===== src/rtl/lsu_pkg.sv =====
// Shared state encodings, funct3 size codes and bus widths for the load/store bridge
// and its byte-enable/alignment helper.
package lsu_pkg;

   localparam int LSU_ADDR_W = 32;
   localparam int LSU_DATA_W = 32;
   localparam int LSU_BE_W   = LSU_DATA_W / 8;

   typedef enum logic [1:0] {
      IDLE = 2'd0,
      REQ  = 2'd1,
      WAIT = 2'd2,
      DONE = 2'd3
   } lsu_state_t;

   localparam logic [2:0] F3_B  = 3'b000;
   localparam logic [2:0] F3_H  = 3'b001;
   localparam logic [2:0] F3_W  = 3'b010;
   localparam logic [2:0] F3_BU = 3'b100;
   localparam logic [2:0] F3_HU = 3'b101;

endpackage


===== src/rtl/lsu_byte_en.sv =====
// Byte-enable and alignment decode for one RV32I memory access; purely combinational
// so the fetch-side alignment checker can share it.
module lsu_byte_en
   import lsu_pkg::*;
(
   input  logic [2:0]          funct3,
   input  logic [1:0]          addr_lo,
   input  logic                we,
   output logic [LSU_BE_W-1:0] be,
   output logic                misalign_cond
);

   // Loads always fetch the whole word; funct3 codes that name no access size are
   // flagged like a misalignment so they never reach the bus.
   always_comb begin
      be            = 4'b1111;
      misalign_cond = 1'b0;
      case (funct3)
         F3_B, F3_BU: begin
            if (we) be = 4'b0001 << addr_lo;
         end
         F3_H, F3_HU: begin
            misalign_cond = addr_lo[0];
            if (we) be = addr_lo[1] ? 4'b1100 : 4'b0011;
         end
         F3_W: begin
            misalign_cond = |addr_lo;
         end
         default: begin
            misalign_cond = 1'b1;
         end
      endcase
   end

endmodule


===== src/rtl/lsu_bus_bridge.sv =====
// Load/store bridge between the single-cycle RV32I datapath and a valid/ready data bus.
// Optional watchdog on stuck transactions: define LSU_BRIDGE_TIMEOUT_EN.
module lsu_bus_bridge
   import lsu_pkg::*;
#(
   parameter int ADDR_W      = 32,
   parameter int DATA_W      = 32,
   parameter int TIMEOUT_CYC = 255
) (
   input  logic              clk,
   input  logic              reset,
   input  logic              mem_valid,
   input  logic              mem_we,
   input  logic [2:0]        funct3,
   input  logic [ADDR_W-1:0] addr,
   input  logic [DATA_W-1:0] wdata,
   output logic [DATA_W-1:0] rdata,
   output logic              stall,
   output logic              misaligned,
   output logic              fault,
   output logic              bus_req,
   output logic              bus_we,
   output logic [ADDR_W-1:0] bus_addr,
   output logic [DATA_W-1:0] bus_wdata,
   output logic [3:0]        bus_be,
   input  logic              bus_gnt,
   input  logic              bus_rvalid,
   input  logic [DATA_W-1:0] bus_rdata,
   input  logic              bus_err
);

   lsu_state_t  state;
   logic [3:0]  be_calc;
   logic        misalign_cond;
   logic        timed_out;

   lsu_byte_en u_byte_en (
      .funct3        (funct3),
      .addr_lo       (addr[1:0]),
      .we            (mem_we),
      .be            (be_calc),
      .misalign_cond (misalign_cond)
   );

   // Dropping stall in DONE lets the core retire the instruction that owned the access.
   assign stall = mem_valid & ~misalign_cond & (state != DONE);

`ifdef LSU_BRIDGE_TIMEOUT_EN
   localparam int CNT_W = ($clog2(TIMEOUT_CYC + 1) > 8) ? $clog2(TIMEOUT_CYC + 1) : 8;

   logic [CNT_W-1:0] tmo_cnt;

   always_ff @(posedge clk or posedge reset) begin
      if (reset) begin
         tmo_cnt <= '0;
      end else if (state == REQ || state == WAIT) begin
         tmo_cnt <= tmo_cnt + 1'b1;
      end else begin
         tmo_cnt <= '0;
      end
   end

   assign timed_out = (state == REQ || state == WAIT) &&
                      (tmo_cnt == CNT_W'(TIMEOUT_CYC - 1));
`else
   logic [7:0] unused_timeout_cyc;

   assign unused_timeout_cyc = 8'(TIMEOUT_CYC);
   assign timed_out          = 1'b0;
`endif

   // Bus-side outputs are latched on acceptance and stay frozen until the grant;
   // inputs from the core are not looked at again until the FSM is back in IDLE.
   always_ff @(posedge clk or posedge reset) begin
      if (reset) begin
         state      <= IDLE;
         bus_req    <= 1'b0;
         bus_we     <= 1'b0;
         bus_addr   <= '0;
         bus_wdata  <= '0;
         bus_be     <= 4'b0000;
         rdata      <= '0;
         misaligned <= 1'b0;
         fault      <= 1'b0;
      end else begin
         misaligned <= 1'b0;
         fault      <= 1'b0;
         case (state)
            IDLE: begin
               if (mem_valid) begin
                  if (misalign_cond) begin
                     misaligned <= 1'b1;
                  end else begin
                     bus_we    <= mem_we;
                     bus_addr  <= {addr[ADDR_W-1:2], 2'b00};
                     bus_wdata <= wdata;
                     bus_be    <= be_calc;
                     bus_req   <= 1'b1;
                     state     <= REQ;
                  end
               end
            end
            REQ: begin
               if (bus_gnt) begin
                  bus_req <= 1'b0;
                  if (bus_rvalid) begin
                     if (!bus_we) rdata <= bus_rdata;
                     fault <= bus_err;
                     state <= DONE;
                  end else begin
                     state <= WAIT;
                  end
               end else if (timed_out) begin
                  bus_req <= 1'b0;
                  fault   <= 1'b1;
                  state   <= DONE;
               end
            end
            WAIT: begin
               if (bus_rvalid) begin
                  if (!bus_we) rdata <= bus_rdata;
                  fault <= bus_err;
                  state <= DONE;
               end else if (timed_out) begin
                  fault <= 1'b1;
                  state <= DONE;
               end
            end
            DONE: begin
               state <= IDLE;
            end
            default: begin
               state <= IDLE;
            end
         endcase
      end
   end

endmodule


===== config.mk =====
export PLATFORM = sky130hd
export DESIGN_NAME = lsu_bus_bridge
export DESIGN_NICKNAME = d
export VERILOG_FILES = /design/src/rtl/lsu_pkg.sv /design/src/rtl/lsu_byte_en.sv /design/src/rtl/lsu_bus_bridge.sv
export SDC_FILE = /design/constraint.sdc
export NUM_CORES = 1
export LEC_CHECK = 0
export BUFFER_PORTS_ARGS = -buffer_cell sky130_fd_sc_hd__buf_2
export CAP_MARGIN = 20
export CELL_PAD_IN_SITES_DETAIL_PLACEMENT = 0
export CELL_PAD_IN_SITES_GLOBAL_PLACEMENT = 1
export CORE_MARGIN = 2
export CORE_UTILIZATION = 39
export DETAILED_ROUTE_END_ITERATION = 10
export PLACE_DENSITY = 0.94
export REMOVE_ABC_BUFFERS = 1
export SLEW_MARGIN = 25
export SYNTH_ARGS = -nofsm -noshare
export SYNTH_HDL_FRONTEND = slang
export SYNTH_SLANG_ARGS = --single-unit

===== constraint.sdc =====
create_clock -name clk -period 5.45 [get_ports clk]
set_input_delay 0.2725 -clock clk [delete_from_list [all_inputs] [get_ports clk]]
set_output_delay 0.2725 -clock clk [all_outputs]
set_load 0.05 [all_outputs]

After elaboration in Yosys (flattened, before gate mapping)
Index checks and enable logic that the tools add are counted.

word-level totals
  flip-flop bits (word level) = 104
  output and inout port bits = 105

cells by class
  equal/unequal tests = 12
  shift-type cells = 1
  mux-type cells = 25
  bitwise gates (word level) = 3
  reductions and logical operators = 11

operators by type and width
  kind                 number
  $mux 32              3
  $pmux 32 s2          1
  $mux 4               3
  $ne 2x2->1 const B   5
  $mux 1               9
  $mux 2               4
  $pmux 2 s4           1
  $pmux 4 s2           1
  $reduce_and 4->1     2
  $eq 3x3->1 const B   2
  $reduce_or 2->1      3
  $eq 2x2->1 const B   2
  $pmux 1 s2           2
  $reduce_bool 2->1    2
  $shl 1x2->4 const A  1
  $eq 3x1->1 const B   1
  $eq 3x2->1 const B   1
  $logic_not 3->1      1
  $pmux 1 s3           1
  $reduce_and 3->1     1
  $and 1x1->1          2
  $eq 2x1->1 const B   1
  $logic_not 2->1      1
  $reduce_and 2->1     1
  $not 1->1            1

Logic depth before layout (Yosys ltp)
Gate-level depths: netlist (run 1).

  depth in word-level cells = 6
  mapped depth = 8

Hierarchy
A second synthesis (run 1) with hierarchy kept.

second synthesis, totals
  cells, all modules = 255
  area, all modules = 4106.4 um^2

by module, submodules not included
  module          times used  cells each  area each (um^2)
  lsu_bus_bridge  1           244         4041.4
  lsu_byte_en     1           11          65.1

Worst setup path before layout (run 1)
OpenSTA, ideal clock, no wires.

  kind = flip-flop to flip-flop
  start = register state[1]
  end = register rdata[21]
  arrival = 1.637 ns
  data required time = 5.325 ns
  slack = 3.689 ns
  cell stages (with the launch flop) = 7
  path buffers = 1
  clock period less this slack = 1.761 ns
  cell sequence = dfrtp_1 -> inv_1 -> ha_1 -> nor2b_1 -> nor3_2 -> buf_2 -> mux2_2

between the ends
  cells in the longest elaborated chain, start to end = 3
  elaborated cells on any way between the ends = 6

ends and longest elaborated chain
  element                                                    RTL line               source
  start: declaration                                         lsu_bus_bridge.sv:32   lsu_state_t state;
  start signal: assignment                                   lsu_bus_bridge.sv:76   state <= IDLE;
  start signal: assignment                                   lsu_bus_bridge.sv:99   state <= REQ;
  start signal: assignment                                   lsu_bus_bridge.sv:109  state <= DONE;
  $eq 2x1->1 or $eq 2x2->1 (tied branches)                   lsu_bus_bridge.sv:88   case (state)
  $ne 2x2->1 (no line) or $reduce_bool 2->1 (tied branches)  n/a
  $reduce_and 2->1 (no line)                                 n/a
  end signal: assignment                                     lsu_bus_bridge.sv:107  if (!bus_we) rdata <= bus_rdata;
  end signal: assignment                                     lsu_bus_bridge.sv:121  if (!bus_we) rdata <= bus_rdata;
  end: declaration                                           lsu_bus_bridge.sv:17   output logic [DATA_W-1:0] rdata,

Parallel ways exist; a longest one is shown, timed or not.
A chain may end at the register's enable or synchronous reset.

Worst setup path after layout (run 1)
  start = register state[0]
  end = register bus_wdata[8]

between the ends
  cells in the longest elaborated chain, start to end = 2

ends and longest elaborated chain
  element                     RTL line              source
  $logic_not 2->1             lsu_bus_bridge.sv:88
  $reduce_and 3->1 (no line)  n/a
  end signal: assignment      lsu_bus_bridge.sv:96  bus_wdata <= wdata;
  end: declaration            lsu_bus_bridge.sv:24  output logic [DATA_W-1:0] bus_wdata,

No other way between the ends.

==> flow_results.xml, run 1 <==
<?xml version="1.0" encoding="UTF-8"?>
<metrics>
  <group name="status">
    <metric name="status" unit="">finished, violations left</metric>
    <metric name="failed_checks" unit="">hold timing</metric>
  </group>
  <group name="timing">
    <metric name="worst_hold_slack" unit="ps">-16.6</metric>
    <metric name="finalSetupViolCount" unit="">0</metric>
    <metric name="clock.fmax" unit="GHz">0.378</metric>
    <metric name="final.min_clock_period" unit="ps">2650</metric>
    <metric name="fin_tns_setup" unit="ps">0</metric>
    <metric name="slew_headroom" unit="">0.528</metric>
    <metric name="worst-slew-pin-transition" unit="ps">708</metric>
    <metric name="worst_clock_skew" unit="ps">12.0</metric>
    <metric name="final.period_utilization" unit="">0.486</metric>
    <metric name="rsz0062_at_grt" unit="">false</metric>
    <metric name="timing.final.max_slew_violations" unit="">0</metric>
    <metric name="number_of_hold_violations_in_the_final_report" unit="">14</metric>
  </group>
  <group name="floorplanning">
    <metric name="die_w" unit="um">110</metric>
    <metric name="start_util" unit="">0.403</metric>
    <metric name="num_rows" unit="">38</metric>
    <metric name="floorplan.die_area" unit="sq um">12100</metric>
    <metric name="num_io_pins" unit="">211</metric>
    <metric name="core-area" unit="sq um">10900</metric>
    <metric name="die-height" unit="um">110</metric>
  </group>
  <group name="cts">
    <metric name="holdBufCountCts" unit="">0</metric>
    <metric name="cts.clk_slew.worst_paths" unit="ps">90</metric>
    <metric name="cts-root-buf" unit="">clkbuf_8</metric>
    <metric name="postCtsSetupBuffers" unit="">0</metric>
    <metric name="tritoncts" unit="">done</metric>
    <metric name="tritoncts_num_sinks" unit="">104</metric>
    <metric name="clock_tree_buffer_depth" unit="">2</metric>
    <metric name="numCtsBuffers" unit="">9</metric>
    <metric name="cts.htree.levels" unit="">3</metric>
    <metric name="clk_latency" unit="ps">360</metric>
    <metric name="cts_repair_resize_count" unit="">0</metric>
  </group>
  <group name="worst_setup_path">
    <metric name="path_cells" unit="">inv_1, ha_1, nand2_1, o21bai_4, buf_4, buf_4, mux2_4</metric>
    <metric name="crit_fanout" unit="">39</metric>
    <metric name="cp_slowest_stage_delay" unit="ps">640</metric>
    <metric name="worst_path_max_delay_cell" unit="">buf_4</metric>
    <metric name="critPathKind" unit="">flop to flop</metric>
    <metric name="crit_buf_inv" unit="">3</metric>
    <metric name="worstSetupPathDepth" unit="">7</metric>
    <metric name="startpoint" unit="">state[0]</metric>
    <metric name="crit_family" unit="">buffers and inverters</metric>
    <metric name="timing.critical_path.mode_cell" unit="">buf_4</metric>
    <metric name="timing.critical_path.to_type" unit="">flop</metric>
    <metric name="critPathCapture" unit="">bus_wdata[8]</metric>
    <metric name="worst-r2r-cell-count" unit="">7</metric>
    <metric name="crit-reg2reg-launch" unit="">state[0]</metric>
    <metric name="timing.critical_path.arrival" unit="ps">2890</metric>
    <metric name="timing.reg2reg.setup_slack" unit="ps">2800</metric>
    <metric name="worst_r2r_endpoint" unit="">bus_wdata[8]</metric>
    <metric name="worstPathRequired" unit="ps">5690</metric>
    <metric name="worstSetupStartpointType" unit="">flop</metric>
  </group>
  <group name="yosys">
    <metric name="distinct_cell_type_count_after_synthesis" unit="">28</metric>
    <metric name="synth_largest_type_area_fraction" unit="">0.594</metric>
    <metric name="synth_top_area_cell" unit="">dfrtp_1</metric>
    <metric name="ys.warnings.count" unit="">0</metric>
    <metric name="synthArstFlopShare" unit="">1.00</metric>
    <metric name="synth.ff_latch_count" unit="">104</metric>
    <metric name="mappedNetlistArea" unit="sq um">4380</metric>
    <metric name="synth.top_cells.by_area" unit="">dfrtp_1 59%, mux2_4 21%, mux2_2 8.5%</metric>
    <metric name="post_synthesis_mean_instance_area" unit="sq um">16.9</metric>
    <metric name="synth_ff_type" unit="">dfrtp_1</metric>
    <metric name="synth_cells" unit="">260</metric>
    <metric name="synth-seq-area-share" unit="">0.594</metric>
    <metric name="synth_edf_count" unit="">0</metric>
  </group>
  <group name="place">
    <metric name="gp_congestion" unit="">0.752</metric>
    <metric name="dpl.hpwl" unit="mm">6.76</metric>
    <metric name="io_buffers" unit="">208</metric>
  </group>
  <group name="global_routing">
    <metric name="gr-total-overflow" unit="">0</metric>
    <metric name="grt_start_max_net_pins" unit="">54</metric>
    <metric name="first_global_vias" unit="">2766</metric>
    <metric name="grt_usage" unit="">0.145</metric>
    <metric name="grt_first_pass_wirelength" unit="mm">13.3</metric>
    <metric name="antenna_violations_before_repair" unit="">0</metric>
  </group>
  <group name="final_layout">
    <metric name="antenna-diode-count" unit="">0</metric>
    <metric name="mostFrequentLayoutCells" unit="">208 x buf_2, 104 x dfrtp_1, 61 x mux2_4</metric>
    <metric name="final_common_cell" unit="">buf_2</metric>
    <metric name="multi_input_comb_area" unit="sq um">1610</metric>
    <metric name="layout.nets" unit="">581</metric>
    <metric name="layout-area-overhead-vs-synth" unit="%">29.3</metric>
    <metric name="fill_cells" unit="">941</metric>
    <metric name="seqCellArea" unit="sq um">2600</metric>
    <metric name="fraction_of_layout_cells_with_a_size_suffix_above_1" unit="">0.685</metric>
  </group>
  <group name="routing">
    <metric name="antenna_left" unit="">0</metric>
    <metric name="avgRoutedWirePerCell" unit="um">14.4</metric>
    <metric name="first_pass_iters" unit="">4</metric>
    <metric name="drt_drc_violations_left" unit="">0</metric>
    <metric name="vias" unit="">2744</metric>
    <metric name="detail_route.vias_per_cell" unit="">4.45</metric>
    <metric name="detailedRoute.firstIterationViolations" unit="">61</metric>
    <metric name="totalWireLength" unit="mm">8.88</metric>
  </group>
  <group name="job">
    <metric name="timing.max_cap.violations" unit="">0</metric>
  </group>
  <group name="hold_path">
    <metric name="worst_hold_path_type" unit="">input port to async pin</metric>
  </group>
</metrics>
## cell families (layout without fill, tap and decap cells)
logic type / count (synthesis) / count (layout) / share of synthesized area
DFF: 104 / 104 / 0.594
muxes: 96 / 96 / 0.299
AOI/OAI and AO/OA: 19 / 19 / 0.0254
and+or+nand+nor: 18 / 18 / 0.0260
buffers and inverters: 18 / 233 / 0.0437
adders and majority gates: 4 / 4 / 0.0114
other: 1 / 2 / 0.000856
## worst min-delay path by stage
stage | start | endpoint | slack [ps] | cells past startpoint
floorplan | bus_rdata[25] | rdata[25] | 410 | 1
global placement | reset | bus_addr[22] | 400 | 2
detailed placement | reset | bus_addr[22] | 410 | 2
CTS | reset | bus_addr[31] | 1 | 2
global route | reset | bus_addr[31] | 40 | 2
finish | reset | bus_addr[22] | -20 | 2
## area by class of cell
cell class	count	share of cell area
Clock buffer	10	0.0225
Clock inverter	6	0.0104
Inverter	5	0.00375
Multi-Input combinational cell	139	0.284
Sequential cell	104	0.459
Tap cell	140	0.0309
Timing Repair Buffer	212	0.189
## state kept, by name (all words and copies together), names as in the netlist
register / count
bus_addr: 30
bus_be: 4
bus_req: 1
bus_wdata: 32
bus_we: 1
fault: 1
misaligned: 1
rdata: 32
state: 2
## routing by layer
metal  global-route usage  vias up  wire length (um)
met5                    0        -                 0
li1                     -     1320                 -
met2                0.231      135              4200
met3               0.0329       10               735
met4               0.0633        0               149
met1                0.189     1279              3800
## through the flow
stage	instance area (sq um)	setup slack (ps)	instances	util	hold slack, ps
after floorplan	4210	-599	248	-	407
after global placement	5480	2880	600	0.503	396
after detailed placement	5480	2810	600	0.503	408
after CTS	5670	2770	616	0.520	1.42
after global routing	5670	2650	616	0.520	37.5
final	5670	2800	616	0.520	-16.6
## cells in the mapped netlist (all sizes together), types with 2 or more instances
master	instances
a21oi	6
o21ai	7
buf	13
nor2b	2
mux2	96
ha	4
nand2	6
nor3	2
dfrtp	104
inv	5
nand2b	3
a211oi	2
Power of run 1 is not shown: default switching activity piles up to over one toggle a cycle in this logic, so the estimate is an artifact.
==> run 2, diff against run 1 <==
--- a/config.mk
+++ b/config.mk
@@ -10,9 +10,9 @@
 export CELL_PAD_IN_SITES_DETAIL_PLACEMENT = 0
 export CELL_PAD_IN_SITES_GLOBAL_PLACEMENT = 1
 export CORE_MARGIN = 2
-export CORE_UTILIZATION = 39
+export CORE_UTILIZATION = 33
 export DETAILED_ROUTE_END_ITERATION = 10
-export PLACE_DENSITY = 0.94
+export PLACE_DENSITY = 0.85
 export REMOVE_ABC_BUFFERS = 1
 export SLEW_MARGIN = 25
 export SYNTH_ARGS = -nofsm -noshare
==> constraint.sdc (replaced) <==
create_clock -name clk -period 2.2 [get_ports clk]
set_input_delay 0.11 -clock clk [delete_from_list [all_inputs] [get_ports clk]]
set_output_delay 0.11 -clock clk [all_outputs]
set_load 0.05 [all_outputs]
==> flow_results.xml, run 2 (synthesized netlist as in run 1, its figures left out) <==
<?xml version="1.0" encoding="UTF-8"?>
<metrics>
  <group name="status">
    <metric name="status" unit="">finished clean</metric>
  </group>
  <group name="hold_path">
    <metric name="worst_hold_path_type" unit="">input port to flop</metric>
  </group>
  <group name="floorplanning">
    <metric name="die-height" unit="um">119</metric>
    <metric name="die_w" unit="um">119</metric>
    <metric name="num_io_pins" unit="">211</metric>
    <metric name="floorplan.die_area" unit="sq um">14200</metric>
    <metric name="core-area" unit="sq um">13100</metric>
    <metric name="num_rows" unit="">42</metric>
    <metric name="start_util" unit="">0.335</metric>
  </group>
  <group name="pwr">
    <metric name="ir_drop_worst_case_vdd" unit="mV">0.876</metric>
    <metric name="power.static_leakage" unit="nW">3.51</metric>
    <metric name="power.total" unit="mW">11.7</metric>
    <metric name="power_density_of_the_placed_cells" unit="nW/um^2">1720</metric>
  </group>
  <group name="worst_setup_path">
    <metric name="worstPathRequired" unit="ps">2430</metric>
    <metric name="worst_path_max_delay_cell" unit="">dfrtp_1</metric>
    <metric name="timing.critical_path.to_type" unit="">flop</metric>
    <metric name="worstSetupStartpointType" unit="">flop</metric>
    <metric name="timing.critical_path.arrival" unit="ps">2200</metric>
    <metric name="crit_fanout" unit="">32</metric>
    <metric name="cp_slowest_stage_delay" unit="ps">410</metric>
    <metric name="critPathKind" unit="">flop to flop</metric>
    <metric name="path_cells" unit="">inv_1, ha_1, nand2_1, o21bai_4, buf_12, mux2_4</metric>
  </group>
  <group name="global_routing">
    <metric name="first_global_vias" unit="">3511</metric>
    <metric name="grt_first_pass_wirelength" unit="mm">17.6</metric>
    <metric name="grt_usage" unit="">0.157</metric>
    <metric name="antenna_violations_before_repair" unit="">0</metric>
    <metric name="grt_start_max_net_pins" unit="">59</metric>
    <metric name="gr-total-overflow" unit="">0</metric>
  </group>
  <group name="timing">
    <metric name="rsz0062_at_grt" unit="">false</metric>
    <metric name="number_of_hold_violations_in_the_final_report" unit="">0</metric>
    <metric name="worst-slew-pin-transition" unit="ps">628</metric>
    <metric name="worst_clock_skew" unit="ps">8.43</metric>
    <metric name="finalSetupViolCount" unit="">0</metric>
    <metric name="final.period_utilization" unit="">0.893</metric>
    <metric name="slew_headroom" unit="">0.580</metric>
    <metric name="final.min_clock_period" unit="ps">1970</metric>
    <metric name="post-route-worst-setup-slack" unit="ps">234</metric>
    <metric name="timing.final.max_slew_violations" unit="">0</metric>
    <metric name="clock.fmax" unit="GHz">0.509</metric>
    <metric name="worst_hold_slack" unit="ps">7.21</metric>
  </group>
  <group name="final_layout">
    <metric name="mostFrequentLayoutCells" unit="">208 x buf_2, 104 x dfrtp_1, 92 x dlygate4sd3_1</metric>
    <metric name="largestRegisters" unit="">bus_wdata x32, rdata x32, bus_addr x30</metric>
    <metric name="final_common_cell" unit="">buf_2</metric>
    <metric name="fill_cells" unit="">1042</metric>
    <metric name="final_core_utilization" unit="">0.521</metric>
    <metric name="layout.nets" unit="">677</metric>
    <metric name="layout-area-overhead-vs-synth" unit="%">55.4</metric>
    <metric name="fraction_of_layout_cells_with_a_size_suffix_above_1" unit="">0.577</metric>
    <metric name="antenna-diode-count" unit="">0</metric>
  </group>
  <group name="place">
    <metric name="dp_slack" unit="ps">279</metric>
    <metric name="gp_congestion" unit="">0.760</metric>
    <metric name="io_buffers" unit="">208</metric>
    <metric name="dpl.hpwl" unit="mm">7.02</metric>
  </group>
  <group name="routing">
    <metric name="drt_drc_violations_left" unit="">0</metric>
    <metric name="totalWireLength" unit="mm">11.0</metric>
    <metric name="detailedRoute.firstIterationViolations" unit="">145</metric>
    <metric name="avgRoutedWirePerCell" unit="um">14.7</metric>
    <metric name="detail_route.vias_per_cell" unit="">4.27</metric>
    <metric name="vias" unit="">3197</metric>
    <metric name="antenna_left" unit="">0</metric>
    <metric name="first_pass_iters" unit="">2</metric>
  </group>
  <group name="cts">
    <metric name="holdBufCountCts" unit="">92</metric>
    <metric name="cts_repair_resize_count" unit="">0</metric>
    <metric name="clk_latency" unit="ps">350</metric>
    <metric name="tritoncts_num_sinks" unit="">104</metric>
    <metric name="postCtsSetupBuffers" unit="">0</metric>
    <metric name="cts-root-buf" unit="">clkbuf_16</metric>
    <metric name="clock_tree_buffer_depth" unit="">2</metric>
    <metric name="cts.htree.levels" unit="">3</metric>
    <metric name="cts.clk_slew.worst_paths" unit="ps">70</metric>
    <metric name="numCtsBuffers" unit="">9</metric>
    <metric name="tritoncts" unit="">done</metric>
  </group>
  <group name="job">
    <metric name="timing.max_cap.violations" unit="">0</metric>
  </group>
</metrics>
run 2: cell count changes in the layout (fill, tap and decap cells not counted), sizes merged:
cell / previous run / this run
inv: 6 / 5
buf: 212 / 216
clkinv: 4 / 2
dlygate4sd3: 0 / 92
clkinvlp: 0 / 3
run 2: cell type report:
| cell class | instances | area (sq um) | share of cell area |
|---|---|---|---|
| sequential | 104 | 2600 | 0.382 |
| clock buffer | 10 | 229 | 0.0336 |
| clock inverter | 6 | 70.1 | 0.0103 |
| timing repair buffer | 308 | 2060 | 0.302 |
| inverter | 5 | 21.3 | 0.00312 |
| multi-input combinational | 139 | 1610 | 0.236 |
| tap | 176 | 220 | 0.0323 |
run 2: report_power, final:
| group | internal, mW | switching, mW |
|---|---|---|
| Sequential | 2.89 | 0.544 |
| Clock | 0.886 | 0.705 |
| Combinational | 2.16 | 4.50 |
| Total | 5.93 | 5.75 |
run 2: path summary, 6_finish.rpt:
path	start	endpoint	slack, ps	cells after the start
worst min register to register	bus_be[1]	bus_be[1]	490	2
max in group asynchronous	reset	rdata[1]	1310	4
worst min-delay path	addr[4]	bus_addr[4]	7	2
min in group asynchronous	reset	bus_addr[6]	280	3
worst max-delay path	state[0]	bus_wdata[0]	230	6
worst max register to register	state[0]	bus_wdata[0]	230	6
run 2: critical path, delay by kind of cell (launching register included):
kind / cells / cell delay [ps]
buffers and inverters: 2 / 420
AOI/OAI and AO/OA: 1 / 300
DFF: 1 / 410
and+or+nand+nor: 1 / 100
muxes: 1 / 330
adders and majority gates: 1 / 250
run 2: stage by stage:
step	setup TNS [ps]	instance area [sq um]	instances
2_1_floorplan	-329760	4210	248
5_1_grt	0	6810	748
4_1_cts	0	6810	748
3_3_place_gp	0	5590	640
3_5_place_dp	0	5590	640
6_report	0	6810	748
run 2: metal layers:
layer / up-vias / GRT usage / share of wire / routed length, um
li1: 1523 / - / - / -
met1: 1500 / 0.193 / 0.43 / 4700
met2: 154 / 0.263 / 0.48 / 5290
met3: 20 / 0.0354 / 0.069 / 754
met4: 0 / 0.0707 / 0.024 / 260
met5: - / 0 / 0 / 0
No activity file was read; power rests on OpenSTA's default activity.
==> run 3, diff against run 2 <==
--- a/config.mk
+++ b/config.mk
@@ -10,9 +10,9 @@
 export CELL_PAD_IN_SITES_DETAIL_PLACEMENT = 0
 export CELL_PAD_IN_SITES_GLOBAL_PLACEMENT = 1
 export CORE_MARGIN = 2
-export CORE_UTILIZATION = 33
+export CORE_UTILIZATION = 36
 export DETAILED_ROUTE_END_ITERATION = 10
-export PLACE_DENSITY = 0.85
+export PLACE_DENSITY = 0.88
 export REMOVE_ABC_BUFFERS = 1
 export SLEW_MARGIN = 25
 export SYNTH_ARGS = -nofsm -noshare
==> constraint.sdc (replaced) <==
create_clock -name clk -period 2.07 [get_ports clk]
set_input_delay 0.1035 -clock clk [delete_from_list [all_inputs] [get_ports clk]]
set_output_delay 0.1035 -clock clk [all_outputs]
set_load 0.05 [all_outputs]
==> flow_results.xml, run 3 (synthesized netlist as in run 1, its figures left out) <==
<?xml version="1.0" encoding="UTF-8"?>
<metrics>
  <group name="status">
    <metric name="status" unit="">finished clean</metric>
  </group>
  <group name="worst_setup_path">
    <metric name="critPathKind" unit="">flop to flop</metric>
    <metric name="cp_slowest_stage_delay" unit="ps">390</metric>
    <metric name="path_cells" unit="">inv_1, ha_1, nand2_1, o21bai_4, buf_12, mux2_4</metric>
    <metric name="worst-r2r-cell-count" unit="">6</metric>
    <metric name="crit_buf_inv" unit="">2</metric>
    <metric name="crit_family" unit="">buffers and inverters</metric>
    <metric name="crit-reg2reg-launch" unit="">state[0]</metric>
    <metric name="timing.reg2reg.setup_slack" unit="ps">140</metric>
    <metric name="worstPathRequired" unit="ps">2300</metric>
    <metric name="crit_fanout" unit="">26</metric>
    <metric name="worstSetupStartpointType" unit="">flop</metric>
    <metric name="timing.critical_path.arrival" unit="ps">2160</metric>
    <metric name="worst_r2r_endpoint" unit="">bus_addr[26]</metric>
    <metric name="worst_path_max_delay_cell" unit="">dfrtp_1</metric>
    <metric name="timing.critical_path.to_type" unit="">flop</metric>
  </group>
  <group name="final_layout">
    <metric name="final_core_utilization" unit="">0.567</metric>
    <metric name="layout.nets" unit="">680</metric>
    <metric name="mostFrequentLayoutCells" unit="">208 x buf_2, 104 x dfrtp_1, 94 x dlygate4sd3_1</metric>
    <metric name="stdcell_count" unit="">722</metric>
    <metric name="antenna-diode-count" unit="">0</metric>
    <metric name="final_common_cell" unit="">buf_2</metric>
    <metric name="fraction_of_layout_cells_with_a_size_suffix_above_1" unit="">0.577</metric>
    <metric name="layout-area-overhead-vs-synth" unit="%">54.8</metric>
    <metric name="largestRegisters" unit="">bus_wdata x32, rdata x32, bus_addr x30</metric>
  </group>
  <group name="cts">
    <metric name="numCtsBuffers" unit="">9</metric>
    <metric name="postCtsSetupBuffers" unit="">0</metric>
    <metric name="clk_latency" unit="ps">340</metric>
    <metric name="tritoncts" unit="">done</metric>
    <metric name="cts-root-buf" unit="">clkbuf_16</metric>
    <metric name="holdBufCountCts" unit="">92</metric>
    <metric name="cts.htree.levels" unit="">3</metric>
    <metric name="tritoncts_num_sinks" unit="">104</metric>
    <metric name="clock_tree_buffer_depth" unit="">2</metric>
    <metric name="cts_repair_resize_count" unit="">0</metric>
    <metric name="cts.clk_slew.worst_paths" unit="ps">70</metric>
  </group>
  <group name="place">
    <metric name="place.detailed.instances" unit="">612</metric>
    <metric name="io_buffers" unit="">208</metric>
    <metric name="gp_congestion" unit="">0.769</metric>
    <metric name="dpl.hpwl" unit="mm">7.31</metric>
  </group>
  <group name="global_routing">
    <metric name="grt_usage" unit="">0.177</metric>
    <metric name="first_global_vias" unit="">3592</metric>
    <metric name="grt_first_pass_wirelength" unit="mm">17.7</metric>
    <metric name="grt_start_max_net_pins" unit="">55</metric>
    <metric name="gr-total-overflow" unit="">0</metric>
    <metric name="antenna_violations_before_repair" unit="">0</metric>
  </group>
  <group name="pwr">
    <metric name="power_density_of_the_placed_cells" unit="nW/um^2">1830</metric>
    <metric name="power_frac_clock" unit="">0.129</metric>
    <metric name="power.static_leakage" unit="nW">3.52</metric>
    <metric name="internal-power" unit="mW">6.20</metric>
    <metric name="ir_drop_worst_case_vdd" unit="mV">1.29</metric>
    <metric name="power.sequential.fraction" unit="">0.297</metric>
    <metric name="power_switching_share" unit="">0.500</metric>
    <metric name="p_sw" unit="mW">6.19</metric>
    <metric name="p_comb_frac" unit="">0.574</metric>
  </group>
  <group name="timing">
    <metric name="worst_hold_slack" unit="ps">22.7</metric>
    <metric name="final.min_clock_period" unit="ps">1930</metric>
    <metric name="clock.fmax" unit="GHz">0.518</metric>
    <metric name="final.period_utilization" unit="">0.932</metric>
    <metric name="finalSetupViolCount" unit="">0</metric>
    <metric name="timing.final.max_slew_violations" unit="">0</metric>
    <metric name="number_of_hold_violations_in_the_final_report" unit="">0</metric>
    <metric name="worst-slew-pin-transition" unit="ps">681</metric>
    <metric name="slew_headroom" unit="">0.545</metric>
    <metric name="worst_clock_skew" unit="ps">6.11</metric>
    <metric name="rsz0062_at_grt" unit="">false</metric>
  </group>
  <group name="routing">
    <metric name="drt_drc_violations_left" unit="">0</metric>
    <metric name="avgRoutedWirePerCell" unit="um">16.0</metric>
    <metric name="vias" unit="">3289</metric>
    <metric name="detailedRoute.firstIterationViolations" unit="">189</metric>
    <metric name="first_pass_iters" unit="">4</metric>
    <metric name="detail_route.vias_per_cell" unit="">4.56</metric>
    <metric name="antenna_left" unit="">0</metric>
    <metric name="totalWireLength" unit="mm">11.5</metric>
  </group>
  <group name="hold_path">
    <metric name="min_delay_path_depth" unit="">2</metric>
    <metric name="worst_hold_path.endpoint" unit="">bus_addr[6]</metric>
    <metric name="worst_hold_path_type" unit="">input port to flop</metric>
    <metric name="timing.hold.worst.start" unit="">addr[6]</metric>
  </group>
  <group name="floorplanning">
    <metric name="core-area" unit="sq um">12000</metric>
    <metric name="start_util" unit="">0.366</metric>
    <metric name="num_rows" unit="">40</metric>
    <metric name="die_w" unit="um">114</metric>
    <metric name="num_io_pins" unit="">211</metric>
    <metric name="floorplan.die_area" unit="sq um">13100</metric>
    <metric name="die-height" unit="um">114</metric>
  </group>
  <group name="job">
    <metric name="timing.max_cap.violations" unit="">0</metric>
  </group>
</metrics>
-- run 3: changes by cell type in the layout (fill, tap and decap cells not counted), sizes merged --
cell / change
inv: +3
clkinvlp: -2
dlygate4sd3: +2
buf: +1
bufinv: -1
clkbuf: -1
clkinv: +1
-- run 3: layer usage --
layer / wire length (um) / GRT usage / vias to the layer above / part of all wire
li1: - / - / 1527 / -
met5: 0 / 0 / - / 0
met3: 867 / 0.0609 / 19 / 0.075
met1: 4490 / 0.197 / 1579 / 0.39
met4: 211 / 0.0520 / 0 / 0.018
met2: 5960 / 0.320 / 164 / 0.52
-- run 3: final cells by class --
type	count	area, sq um
clock buffer	9	225
clock inverter	7	52.6
fill	920	5180
inverter	5	21.3
multi-input combinational	139	1610
sequential	104	2600
tap	147	184
timing repair buffer	311	2090
-- run 3: worst max path at each step --
stage / to / slack, ps / depth (start not counted) / start
3_3_place_gp: bus_addr[24] / 230 / 6 / state[0]
4_1_cts: bus_wdata[20] / 140 / 6 / state[0]
2_1_floorplan: bus_wdata[25] / -3810 / 3 / funct3[0]
3_5_place_dp: bus_wdata[20] / 160 / 6 / state[0]
5_1_grt: bus_addr[26] / 20 / 6 / state[0]
6_report: bus_addr[26] / 140 / 6 / state[0]
-- run 3: power by group through the flow --
| stage | Sequential [mW] | Clock, mW | Combinational [mW] |
|---|---|---|---|
| after floorplan | 7.15 | 0 | 1.94 |
| after global placement | 3.65 | 0 | 6.85 |
| after detailed placement | 3.66 | 0 | 6.98 |
| after CTS | 3.67 | 1.66 | 7.11 |
| after global routing | 3.80 | 1.75 | 7.39 |
| final | 3.68 | 1.60 | 7.11 |
-- run 3: per-stage QoR --
stage | setup TNS, ps | instance area, sq um | setup WS [ps] | power, mW
after CTS | 0 | 6760 | 136 | 12.4
after global placement | 0 | 5560 | 233 | 10.5
after floorplan | -355280 | 4210 | -3810 | 9.09
after global routing | 0 | 6780 | 16.7 | 12.9
after detailed placement | 0 | 5560 | 158 | 10.6
final | 0 | 6780 | 140 | 12.4
